### src/rtl/ips2l_uart_regbank_ctrl.sv
// rtl/ips2l_uart_regbank_ctrl.sv - UART byte-protocol register bank with external status reads
//
// Purpose:
//   Parses command frames from the UART RX byte stream and answers on the TX byte stream.
//     write : A5, addr, NB data bytes (LSB first) -> response 06 (addr in range) or 15
//     read  : 5A, addr                            -> NB response bytes (LSB first)
//   Reads of in-range addresses return a control register. Reads of out-of-range addresses
//   are forwarded to the external status port through a read_req/read_ack handshake.
//   A frame that stalls for TIMEOUT_CYC cycles between bytes is abandoned.
//
// Ports:
//   clk, rst_n                      clock, asynchronous active-low reset
//   rx_byte, rx_valid, rx_ready     byte stream from the UART RX FIFO
//   tx_byte, tx_valid, tx_ready     byte stream to the UART TX FIFO
//   read_req, read_ack              external status read handshake
//   uart_rd_addr, status_bus        external status address / returned data
//   ctrl_bus                        flattened control registers, register i at [i*DATA_W +: DATA_W]
//   err_timeout                     one-cycle pulse when a frame is abandoned
module ips2l_uart_regbank_ctrl #(
   parameter int                          NUM_REGS    = 15,
   parameter int                          DATA_W      = 32,
   parameter logic [15:0]                 TIMEOUT_CYC = 16'd50000,
   parameter logic [NUM_REGS*DATA_W-1:0]  DFT_VALUE   = '0
) (
   input  logic                         clk,
   input  logic                         rst_n,
   input  logic [7:0]                   rx_byte,
   input  logic                         rx_valid,
   output logic                         rx_ready,
   output logic [7:0]                   tx_byte,
   output logic                         tx_valid,
   input  logic                         tx_ready,
   output logic                         read_req,
   input  logic                         read_ack,
   output logic [7:0]                   uart_rd_addr,
   input  logic [DATA_W-1:0]            status_bus,
   output logic [NUM_REGS*DATA_W-1:0]   ctrl_bus,
   output logic                         err_timeout
);

   localparam int         NB      = DATA_W / 8;
   localparam logic [7:0] CMD_WR  = 8'hA5;
   localparam logic [7:0] CMD_RD  = 8'h5A;
   localparam logic [7:0] RSP_ACK = 8'h06;
   localparam logic [7:0] RSP_NAK = 8'h15;

   typedef enum logic [2:0] {
      S_IDLE,
      S_ADDR,
      S_WDATA,
      S_WEXEC,
      S_RREQ,
      S_RLOAD,
      S_TXRESP
   } state_t;

   state_t                       state;
   state_t                       state_nxt;

   logic                         rx_ready_q;
   logic                         rx_fire;
   logic                         tx_fire;
   logic                         is_write_q;
   logic [7:0]                   addr_q;
   logic [3:0]                   byte_cnt;
   logic [DATA_W-1:0]            wdata_q;
   logic [DATA_W-1:0]            cap_q;
   logic [DATA_W-1:0]            resp_q;
   logic [DATA_W-1:0]            reg_rd;
   logic [3:0]                   resp_left;
   logic [15:0]                  tmo_cnt;
   logic                         tmo_hit;
   logic                         in_frame;
   logic                         addr_in_range;
   logic                         rx_addr_in_range;
   logic [NUM_REGS*DATA_W-1:0]   ctrl_q;

   assign rx_fire          = rx_valid & rx_ready_q;
   assign tx_fire          = tx_valid & tx_ready;

   assign rx_ready         = rx_ready_q;
   assign tx_valid         = (state == S_TXRESP);
   assign tx_byte          = resp_q[7:0];
   assign read_req         = (state == S_RREQ);
   // addr_q only changes on an accepted address byte, which cannot happen in RREQ,
   // so the external address is stable for the whole handshake.
   assign uart_rd_addr     = addr_q;
   assign ctrl_bus         = ctrl_q;

   assign addr_in_range    = (int'(addr_q) < NUM_REGS);
   assign rx_addr_in_range = (int'(rx_byte) < NUM_REGS);
   assign in_frame         = (state == S_ADDR) || (state == S_WDATA);

   // An accepted byte in the expiry cycle takes priority over the timeout.
   assign tmo_hit          = in_frame && !rx_fire && (tmo_cnt == TIMEOUT_CYC - 16'd1);

   always_comb begin
      reg_rd = '0;
      for (int i = 0; i < NUM_REGS; i++) begin
         if (int'(addr_q) == i) begin
            reg_rd = ctrl_q[i*DATA_W +: DATA_W];
         end
      end
   end

   always_ff @(posedge clk or negedge rst_n) begin
      if (!rst_n) begin
         state <= S_IDLE;
      end else begin
         state <= state_nxt;
      end
   end

   always_comb begin
      state_nxt = state;
      case (state)
         S_IDLE: begin
            if (rx_fire && ((rx_byte == CMD_WR) || (rx_byte == CMD_RD))) begin
               state_nxt = S_ADDR;
            end
         end
         S_ADDR: begin
            if (rx_fire) begin
               if (is_write_q) begin
                  state_nxt = S_WDATA;
               end else if (rx_addr_in_range) begin
                  state_nxt = S_RLOAD;
               end else begin
                  state_nxt = S_RREQ;
               end
            end else if (tmo_hit) begin
               state_nxt = S_IDLE;
            end
         end
         S_WDATA: begin
            if (rx_fire && (byte_cnt == 4'(NB - 1))) begin
               state_nxt = S_WEXEC;
            end else if (tmo_hit) begin
               state_nxt = S_IDLE;
            end
         end
         S_WEXEC: begin
            state_nxt = S_TXRESP;
         end
         S_RREQ: begin
            if (read_ack) begin
               state_nxt = S_RLOAD;
            end
         end
         S_RLOAD: begin
            state_nxt = S_TXRESP;
         end
         S_TXRESP: begin
            if (tx_fire && (resp_left == 4'd1)) begin
               state_nxt = S_IDLE;
            end
         end
         default: begin
            state_nxt = S_IDLE;
         end
      endcase
   end

   always_ff @(posedge clk or negedge rst_n) begin
      if (!rst_n) begin
         rx_ready_q  <= 1'b0;
         err_timeout <= 1'b0;
         tmo_cnt     <= 16'd0;
         is_write_q  <= 1'b0;
         addr_q      <= 8'd0;
         byte_cnt    <= 4'd0;
         wdata_q     <= '0;
         cap_q       <= '0;
         resp_q      <= '0;
         resp_left   <= 4'd0;
         ctrl_q      <= DFT_VALUE;
      end else begin
         // Registered from the next state so rx_ready stays low through reset and
         // is already high in the first IDLE cycle after a response completes.
         rx_ready_q  <= (state_nxt == S_IDLE) || (state_nxt == S_ADDR) || (state_nxt == S_WDATA);
         err_timeout <= tmo_hit;

         if (in_frame && !rx_fire && !tmo_hit) begin
            tmo_cnt <= tmo_cnt + 16'd1;
         end else begin
            tmo_cnt <= 16'd0;
         end

         case (state)
            S_IDLE: begin
               if (rx_fire) begin
                  is_write_q <= (rx_byte == CMD_WR);
                  byte_cnt   <= 4'd0;
               end
            end
            S_ADDR: begin
               if (rx_fire) begin
                  addr_q <= rx_byte;
               end
            end
            S_WDATA: begin
               if (rx_fire) begin
                  for (int b = 0; b < NB; b++) begin
                     if (byte_cnt == 4'(b)) begin
                        wdata_q[b*8 +: 8] <= rx_byte;
                     end
                  end
                  byte_cnt <= byte_cnt + 4'd1;
               end
            end
            S_WEXEC: begin
               if (addr_in_range) begin
                  for (int i = 0; i < NUM_REGS; i++) begin
                     if (int'(addr_q) == i) begin
                        ctrl_q[i*DATA_W +: DATA_W] <= wdata_q;
                     end
                  end
                  resp_q <= DATA_W'(RSP_ACK);
               end else begin
                  resp_q <= DATA_W'(RSP_NAK);
               end
               resp_left <= 4'd1;
            end
            S_RREQ: begin
               if (read_ack) begin
                  cap_q <= status_bus;
               end
            end
            S_RLOAD: begin
               resp_q    <= addr_in_range ? reg_rd : cap_q;
               resp_left <= 4'(NB);
            end
            S_TXRESP: begin
               if (tx_fire) begin
                  resp_q    <= resp_q >> 8;
                  resp_left <= resp_left - 4'd1;
               end
            end
            default: begin
            end
         endcase
      end
   end

endmodule

### config.mk
export PLATFORM = sky130hd
export DESIGN_NAME = ips2l_uart_regbank_ctrl
export DESIGN_NICKNAME = d
export VERILOG_FILES = /design/src/rtl/ips2l_uart_regbank_ctrl.sv
export SDC_FILE = /design/constraint.sdc
export NUM_CORES = 1
export LEC_CHECK = 0
export BUFFER_PORTS_ARGS = -buffer_cell sky130_fd_sc_hd__buf_2
export CAP_MARGIN = 15
export CELL_PAD_IN_SITES_DETAIL_PLACEMENT = 0
export CELL_PAD_IN_SITES_GLOBAL_PLACEMENT = 1
export CORE_MARGIN = 2
export CORE_UTILIZATION = 40
export CTS_BUF_LIST = sky130_fd_sc_hd__clkbuf_4
export DETAILED_ROUTE_END_ITERATION = 8
export PLACE_DENSITY_LB_ADDON = 0.25
export SLEW_MARGIN = 40
export SYNTH_ARGS = -nofsm -noshare
export SYNTH_HDL_FRONTEND = slang
export SYNTH_SLANG_ARGS = --single-unit
export TNS_END_PERCENT = 30
### constraint.sdc
create_clock -name clk -period 2.4 [get_ports clk]
set_input_delay 0.6 -clock clk [delete_from_list [all_inputs] [get_ports clk]]
set_output_delay 0.6 -clock clk [all_outputs]
set_load 0.01 [all_outputs]
==> results.py, run 1 <==
metrics = {
    "yosys": {
        "avgSynthCellArea_um2": 12.7,
        "ys_seq_area_frac": 0.540,
        "ys_ff_latch": 614,
        "synth_cell_type_count": 71,
        "netlist_instances": 2236,
        "yosysWarnings": 0,
        "synth_nets": 2288,
        "async_flop_share": 1.00,
        "synthFlopType": "dfrtp_1",
        "syn_area_mm2": 0.0285,
        "synth-edff-count": 0,
    },
    "worst_setup_path": {
        "arrival_ns": 3.49,
        "start_kind": "register",
        "timing.rr.start": "uart_rd_addr[4]$_DFFE_PN0P_",
        "crit_slowest_cell": "or4_4",
        "cp_num_buf_inv": 6,
        "cpLargestDelayFamily": "simple AND/OR/NAND/NOR gates",
        "reg2reg_slack_ns": -0.24,
        "cpMostUsedCell": "buf_12",
        "cp_cell_sequence": "or4_4 > buf_6 > nor2_4 > buf_12 > buf_12 > nand2_8 > nor2_4 > buf_12 > buf_12 > buf_12 > mux2_4",
        "path_class": "register to register",
        "required_ns": 3.25,
        "critPathMaxStageDelay_ns": 0.63,
        "reg2regPathDepth": 11,
        "r2r_end": "ctrl_bus[363]$_DFFE_PN0P_",
        "path_max_fanout": 5,
        "worstSetupEndpointType": "register",
    },
    "grt": {
        "antenna_found_initial": 5,
        "grt_pass1_wl_mm": 183,
        "grt_pass1_vias": 25400,
        "grt-ovfl-total": 0,
        "grt_start_max_net_pins": 88,
        "grt_usage": 0.346,
    },
    "clock_tree": {
        "cts_tree": "done",
        "cts_sinks": 614,
        "ctsLongestPathBuffers": 3,
        "ctsRootBufferMaster": "clkbuf_4",
        "htree_levels": 4,
        "cts_buffers": 172,
        "clk_latency_ns": 1.04,
        "clkTransAtPathRegs_ns": 0.07,
    },
    "timing": {
        "slew_headroom": 0.355,
        "hold_viol": 0,
        "finalMaxSlewViolations": 0,
        "worst_slack_ns": -0.236,
        "setup_viol": 244,
        "finalClockSkew_ns": 0.0828,
        "fmax_ghz": 0.379,
        "worst_pin_slew_ns": 0.967,
        "fin_crit_ns": 2.64,
        "post-route-period-util": 1.10,
        "rsz0062_at_grt": "yes",
    },
    "floorplan": {
        "placementRows": 97,
        "die_area_mm2": 0.0733,
        "die_w_um": 271,
        "core_mm2": 0.0703,
        "die_h_um": 271,
        "start_util": 0.405,
        "pin_count": 545,
    },
    "power_and_ir_drop": {
        "ir_drop_uv": 479,
        "p_per_area_mw_per_mm2": 931,
        "p_leak_nw": 20.4,
    },
    "place": {
        "gp_congestion": 0.958,
        "io_buffers": 544,
        "dpl.hpwl_mm": 90.7,
        "placed_area_mm2": 0.0342,
    },
    "final_layout": {
        "final_nets": 3229,
        "area_delta_synth_final_pct": 41.3,
        "stdcell_area_mm2": 0.0402,
        "fill_cells": 5971,
        "drive_gt1_frac": 0.592,
        "fin_util": 0.572,
    },
    "detailed_routing": {
        "viasPerCell": 5.85,
        "final_antenna_net_count": 0,
        "drc": 0,
        "drt_iter0_drc": 2162,
        "vias": 24900,
        "wl_per_cell_um": 30.6,
        "wl_mm": 130,
        "dr.pass1.iters": 6,
    },
    "flow_run": {
        "maxCapViolCount": 0,
    },
    "run_status": {
        "status": "finished, violations left",
        "violations": "setup timing",
    },
    "worst_hold_path": {
        "hold_class": "input port to async pin",
    },
}
==> per-stage QoR <==
step,total power [W],hold WS (ns),worst slack [ns],instances,setup TNS (ns)
finish,0.0375,0.130,-0.236,4250,-23.44
global route,0.0389,0.0393,-0.263,4249,-25.04
CTS,0.0361,0.00216,-0.262,4199,-9.46
detailed placement,0.0245,0.468,-0.456,3779,-84.91
global placement,0.0244,0.443,-0.439,3779,-80.21
floorplan,0.0183,0.304,-0.107,2236,-8.73
==> how the worst max path moves through the flow <==
stage	to	cells past startpoint	startpoint	slack, ns
2_1_floorplan	ctrl_bus[67]$_DFFE_PN0P_	7	uart_rd_addr[5]$_DFFE_PN0P_	-0.11
3_3_place_gp	resp_q[12]$_DFFE_PN0P_	8	uart_rd_addr[5]$_DFFE_PN0P_	-0.44
3_5_place_dp	resp_q[5]$_DFFE_PN0P_	8	uart_rd_addr[5]$_DFFE_PN0P_	-0.46
4_1_cts	tx_valid	4	state[0]$_DFF_PN0_	-0.26
5_1_grt	resp_q[13]$_DFFE_PN0P_	12	uart_rd_addr[4]$_DFFE_PN0P_	-0.26
6_report	ctrl_bus[363]$_DFFE_PN0P_	11	uart_rd_addr[4]$_DFFE_PN0P_	-0.24
==> where the power goes <==
group / internal (W) / switching [W] / total, W / leakage, nW
registers: 0.0115 / 0.00260 / 0.0141 / 8.40
clock network: 0.00503 / 0.00475 / 0.00978 / 1.29
logic: 0.00617 / 0.00744 / 0.0136 / 10.7
total: 0.0227 / 0.0148 / 0.0375 / 20.4
==> synthesized netlist by cell type (all sizes together) (7+ instances only) <==
| cell | instances | area [um^2] |
|---|---|---|
| nor2 | 120 | 463 |
| o21ai | 85 | 425 |
| nor2b | 8 | 50.1 |
| mux4 | 38 | 856 |
| ha | 7 | 87.6 |
| dfrtp | 614 | 15400 |
| o221ai | 16 | 140 |
| o21a | 9 | 67.6 |
| a22o | 8 | 70.1 |
| a31oi | 17 | 106 |
| xnor2 | 7 | 61.3 |
| mux2i | 42 | 420 |
| nand2 | 103 | 387 |
| mux2 | 564 | 6350 |
| nand2b | 7 | 43.8 |
| a211oi | 10 | 75.1 |
| o221a | 7 | 78.8 |
| nor3 | 27 | 145 |
| a22oi | 45 | 338 |
| o22ai | 42 | 263 |
| clkbuf | 120 | 450 |
| xor2 | 11 | 96.3 |
| o211ai | 21 | 158 |
| inv | 12 | 45.0 |
| nand3 | 34 | 170 |
| a221o | 10 | 100 |
| and3 | 10 | 62.6 |
| a221oi | 18 | 158 |
| a21oi | 69 | 349 |
| buf | 74 | 387 |
| nor4 | 9 | 96.3 |
==> routing by layer <==
metal,up-vias,GRT usage,share of wire
met2,1347,0.521,0.45
met5,-,0,0
met4,0,0.162,0.047
met3,283,0.107,0.094
li1,10300,-,-
met1,12900,0.455,0.41
==> layout by cell type, fill, tap and decap left out, drive strengths merged, types with 10 or more instances in the layout <==
master / Yosys / final
nor3: 27 / 27
dlygate4sd3: 0 / 38
dfrtp: 614 / 614
a221oi: 18 / 18
o221ai: 16 / 16
mux4: 38 / 38
a211oi: 10 / 10
a22oi: 45 / 45
o211ai: 21 / 21
a21oi: 69 / 69
clkinv: 1 / 41
buf: 74 / 913
nor2: 120 / 120
clkbuf: 120 / 256
mux2i: 42 / 42
nand3: 34 / 34
mux2: 564 / 564
nand2: 103 / 103
o21ai: 85 / 85
a31oi: 17 / 17
a221o: 10 / 10
and3: 10 / 10
xor2: 11 / 11
o22ai: 42 / 42
inv: 12 / 18
==> registers in the layout, indices dropped and copies added (netlist names) <==
signal        cells
byte_cnt          4
cap_q            32
ctrl_bus        480
err_timeout       1
is_write_q        1
resp_left         4
resp_q           32
rx_ready          1
state             3
tmo_cnt          16
uart_rd_addr      8
wdata_q          32
==> kinds of logic after synthesis <==
logic type                 after synthesis  synth area share
AOI/OAI and AO/OA                      403            0.0959
xor gates and xnor gates                18           0.00554
adders and majority gates                7           0.00308
buffers and inverters                  207            0.0311
DFF                                    614             0.540
muxes                                  644             0.268
and+or+nand+nor                        343            0.0562
==> what timing repair did <==
action                                  4_1_cts  5_1_grt
pin swaps                                    48       77
gates resized for setup                     224      237
endpoints found under the setup margin      426      367
gates cloned                                 20        6
hold buffers                                 38        0
endpoints found under the hold margin       488        0
setup buffers                                63       51
==> layout make-up <==
type	instances	area [um^2]	share of cell area
Sequential cell	614	15400	0.383
Multi-Input combinational cell	1416	13700	0.341
Timing Repair Buffer	960	7670	0.191
Clock buffer	251	1880	0.0469
Tap cell	940	1180	0.0293
Clock inverter	51	302	0.00750
Inverter	13	52.6	0.00131
Antenna cell	5	12.5	0.000311
No activity file was read; power rests on OpenSTA's default activity.
==> inputs of run 2 (changes only) <==
--- a/config.mk
+++ b/config.mk
@@ -10,7 +10,7 @@
 export CELL_PAD_IN_SITES_DETAIL_PLACEMENT = 0
 export CELL_PAD_IN_SITES_GLOBAL_PLACEMENT = 1
 export CORE_MARGIN = 2
-export CORE_UTILIZATION = 40
+export CORE_UTILIZATION = 42
 export CTS_BUF_LIST = sky130_fd_sc_hd__clkbuf_4
 export DETAILED_ROUTE_END_ITERATION = 8
 export PLACE_DENSITY_LB_ADDON = 0.25
==> run 2 against run 1 <==
Net effect: the flow still finishes with violations (setup timing); register-to-register slack barely moved; global-route usage rose by 1.7 points; sequential share of layout area rose by 0.44 points; power rose by 0.54%; maximum frequency rose by 0.47%; non-clock buffer count fell by 28; clock-buffer cell count rose by 5; final cell count fell by 2.2%; worst setup slack improved by 0.012 ns; die area fell by 4.7%; largest cell class unchanged.
==> results.py, run 2 (synthesized netlist as in run 1, its figures left out) <==
metrics = {
    "clock_tree": {
        "clkTransAtPathRegs_ns": 0.07,
        "clk_latency_ns": 1.07,
        "cts_buffers": 173,
        "cts_sinks": 614,
        "ctsLongestPathBuffers": 3,
        "ctsRootBufferMaster": "clkbuf_4",
        "htree_levels": 4,
        "cts_tree": "done",
    },
    "timing": {
        "fmax_ghz": 0.381,
        "fin_crit_ns": 2.62,
        "slew_headroom": 0.349,
        "worst_pin_slew_ns": 0.977,
        "finalClockSkew_ns": 0.0838,
        "whs_ns": 0.0948,
        "setup_viol": 265,
        "finalMaxSlewViolations": 0,
        "rsz0062_at_grt": "yes",
        "hold_viol": 0,
        "post-route-period-util": 1.09,
        "worst_slack_ns": -0.223,
    },
    "detailed_routing": {
        "dr_wl_met3_mm": 12.4,
        "wl_met2_mm": 59.4,
        "drc": 0,
        "vias": 24900,
        "wl_per_cell_um": 31.1,
        "wl_mm": 129,
        "route.layer.met1.wl_mm": 51.1,
        "dr.pass1.iters": 6,
        "final_antenna_net_count": 0,
        "routed.top_layer": "met5",
        "drt_iter0_drc": 2445,
        "viasPerCell": 6.00,
    },
    "grt": {
        "grt_start_max_net_pins": 78,
        "grt_usage": 0.363,
        "antenna_found_initial": 7,
        "grt_pass1_wl_mm": 183,
        "grt-ovfl-total": 0,
        "grt_pass1_vias": 25400,
    },
    "place": {
        "gp_congestion": 0.980,
        "dpl.hpwl_mm": 89.7,
        "io_buffers": 544,
        "placed_area_mm2": 0.0340,
    },
    "worst_setup_path": {
        "path_max_fanout": 7,
        "timing.rr.start": "uart_rd_addr[5]$_DFFE_PN0P_",
        "cpLargestDelayFamily": "compound AO/OA/AOI/OAI gates",
        "critPathMaxStageDelay_ns": 0.64,
        "cp_cell_sequence": "or4_4 > buf_6 > nor3_4 > buf_6 > buf_12 > o2bb2ai_2 > o211ai_1 > a221oi_2 > a221o_1",
        "start_kind": "register",
        "arrival_ns": 3.57,
        "path_class": "register to register",
        "worstSetupEndpointType": "register",
        "cpMostUsedCell": "buf_6",
        "cp_num_buf_inv": 3,
        "worstSetupStartpoint": "uart_rd_addr[5]$_DFFE_PN0P_",
        "crit_slowest_cell": "or4_4",
        "required_ns": 3.35,
    },
    "floorplan": {
        "die_w_um": 264,
        "die_h_um": 264,
        "pin_count": 545,
        "placementRows": 95,
        "start_util": 0.424,
        "core_mm2": 0.0672,
        "die_area_mm2": 0.0698,
    },
    "power_and_ir_drop": {
        "combinationalPowerShare": 0.362,
        "clockPowerShare": 0.266,
        "p_per_area_mw_per_mm2": 947,
        "p_sw_frac": 0.394,
        "p_leak_nw": 20.3,
        "power_frac_seq": 0.372,
        "p_sw_w": 0.0148,
        "finalPower_w": 0.0377,
        "ir_drop_uv": 547,
        "p_int_w": 0.0228,
    },
    "final_layout": {
        "final_nets": 3201,
        "stdcell_area_mm2": 0.0398,
        "area_delta_synth_final_pct": 39.7,
        "layout_common_cells": "dfrtp_1, buf_2, mux2_2, clkbuf_4, buf_4",
        "drive_gt1_frac": 0.596,
        "mostFrequentLayoutCell": "dfrtp_1",
        "fin_util": 0.592,
        "largest_register_ffs": 480,
    },
    "run_status": {
        "status": "finished, violations left",
        "violations": "setup timing",
    },
    "flow_run": {
        "maxCapViolCount": 0,
    },
    "worst_hold_path": {
        "hold_class": "input port to async pin",
    },
}
==> run 2: changes by cell type in the layout (fill, tap and decap cells not counted), sizes merged, moves of 2 or more <==
cell	before	now
buf	913	887
bufbuf	4	1
clkbuf	256	263
clkinv	41	34
clkinvlp	3	1
diode	5	7
inv	18	21
==> run 2: repair_timing <==
item,in CTS,in global routing
setup buffers,59,42
hold buffers,37,0
endpoints found under the hold margin,600,0
gates cloned,18,6
resized for setup,278,201
pin swaps,79,84
endpoints found under the setup margin,458,393
==> run 2: final timing paths <==
check                                                 end  slack (ns)  depth (start not counted)
worst max-delay path               resp_q[24]$_DFFE_PN0P_       -0.22                          9
worst min-delay path                cap_q[25]$_DFFE_PN0P_        0.09                          2
worst max register to register     resp_q[24]$_DFFE_PN0P_       -0.22                          9
worst min register to register       tmo_cnt[0]$_DFF_PN0_        0.46                          1
max in group asynchronous       ctrl_bus[229]$_DFFE_PN0P_        1.39                          3
min in group clk                  wdata_q[25]$_DFFE_PN0P_        0.11                          2
==> run 2: layout make-up <==
type,instances,area (um^2)
Multi-Input combinational cell,1415,13600
Tap cell,873,1090
Clock inverter,46,318
Sequential cell,614,15400
Clock buffer,256,1920
Inverter,13,56.3
Fill cell,5602,27400
Antenna cell,7,17.5
Timing Repair Buffer,932,7330
==> run 2: power groups by stage <==
stage / registers (W) / clock network (W) / logic (W)
5_1_grt: 0.0140 / 0.0108 / 0.0142
4_1_cts: 0.0138 / 0.0102 / 0.0125
3_3_place_gp: 0.0139 / 0 / 0.0104
3_5_place_dp: 0.0140 / 0 / 0.0105
6_report: 0.0140 / 0.0100 / 0.0136
2_1_floorplan: 0.0124 / 0 / 0.00582
==> run 2: routing by layer <==
metal / global-route usage / up-vias
met1: 0.478 / 13000
met2: 0.556 / 1455
met4: 0.175 / 2
met3: 0.0986 / 291
li1: - / 10200
met5: 0 / -
==> run 2: per-stage QoR <==
step | TNS [ns] | worst slack, ns | cells
after floorplan | -8.73 | -0.107 | 2236
after global placement | -79.31 | -0.361 | 3706
after detailed placement | -85.84 | -0.398 | 3706
after CTS | -17.00 | -0.302 | 4118
after global routing | -16.25 | -0.313 | 4155
final | -13.69 | -0.223 | 4156
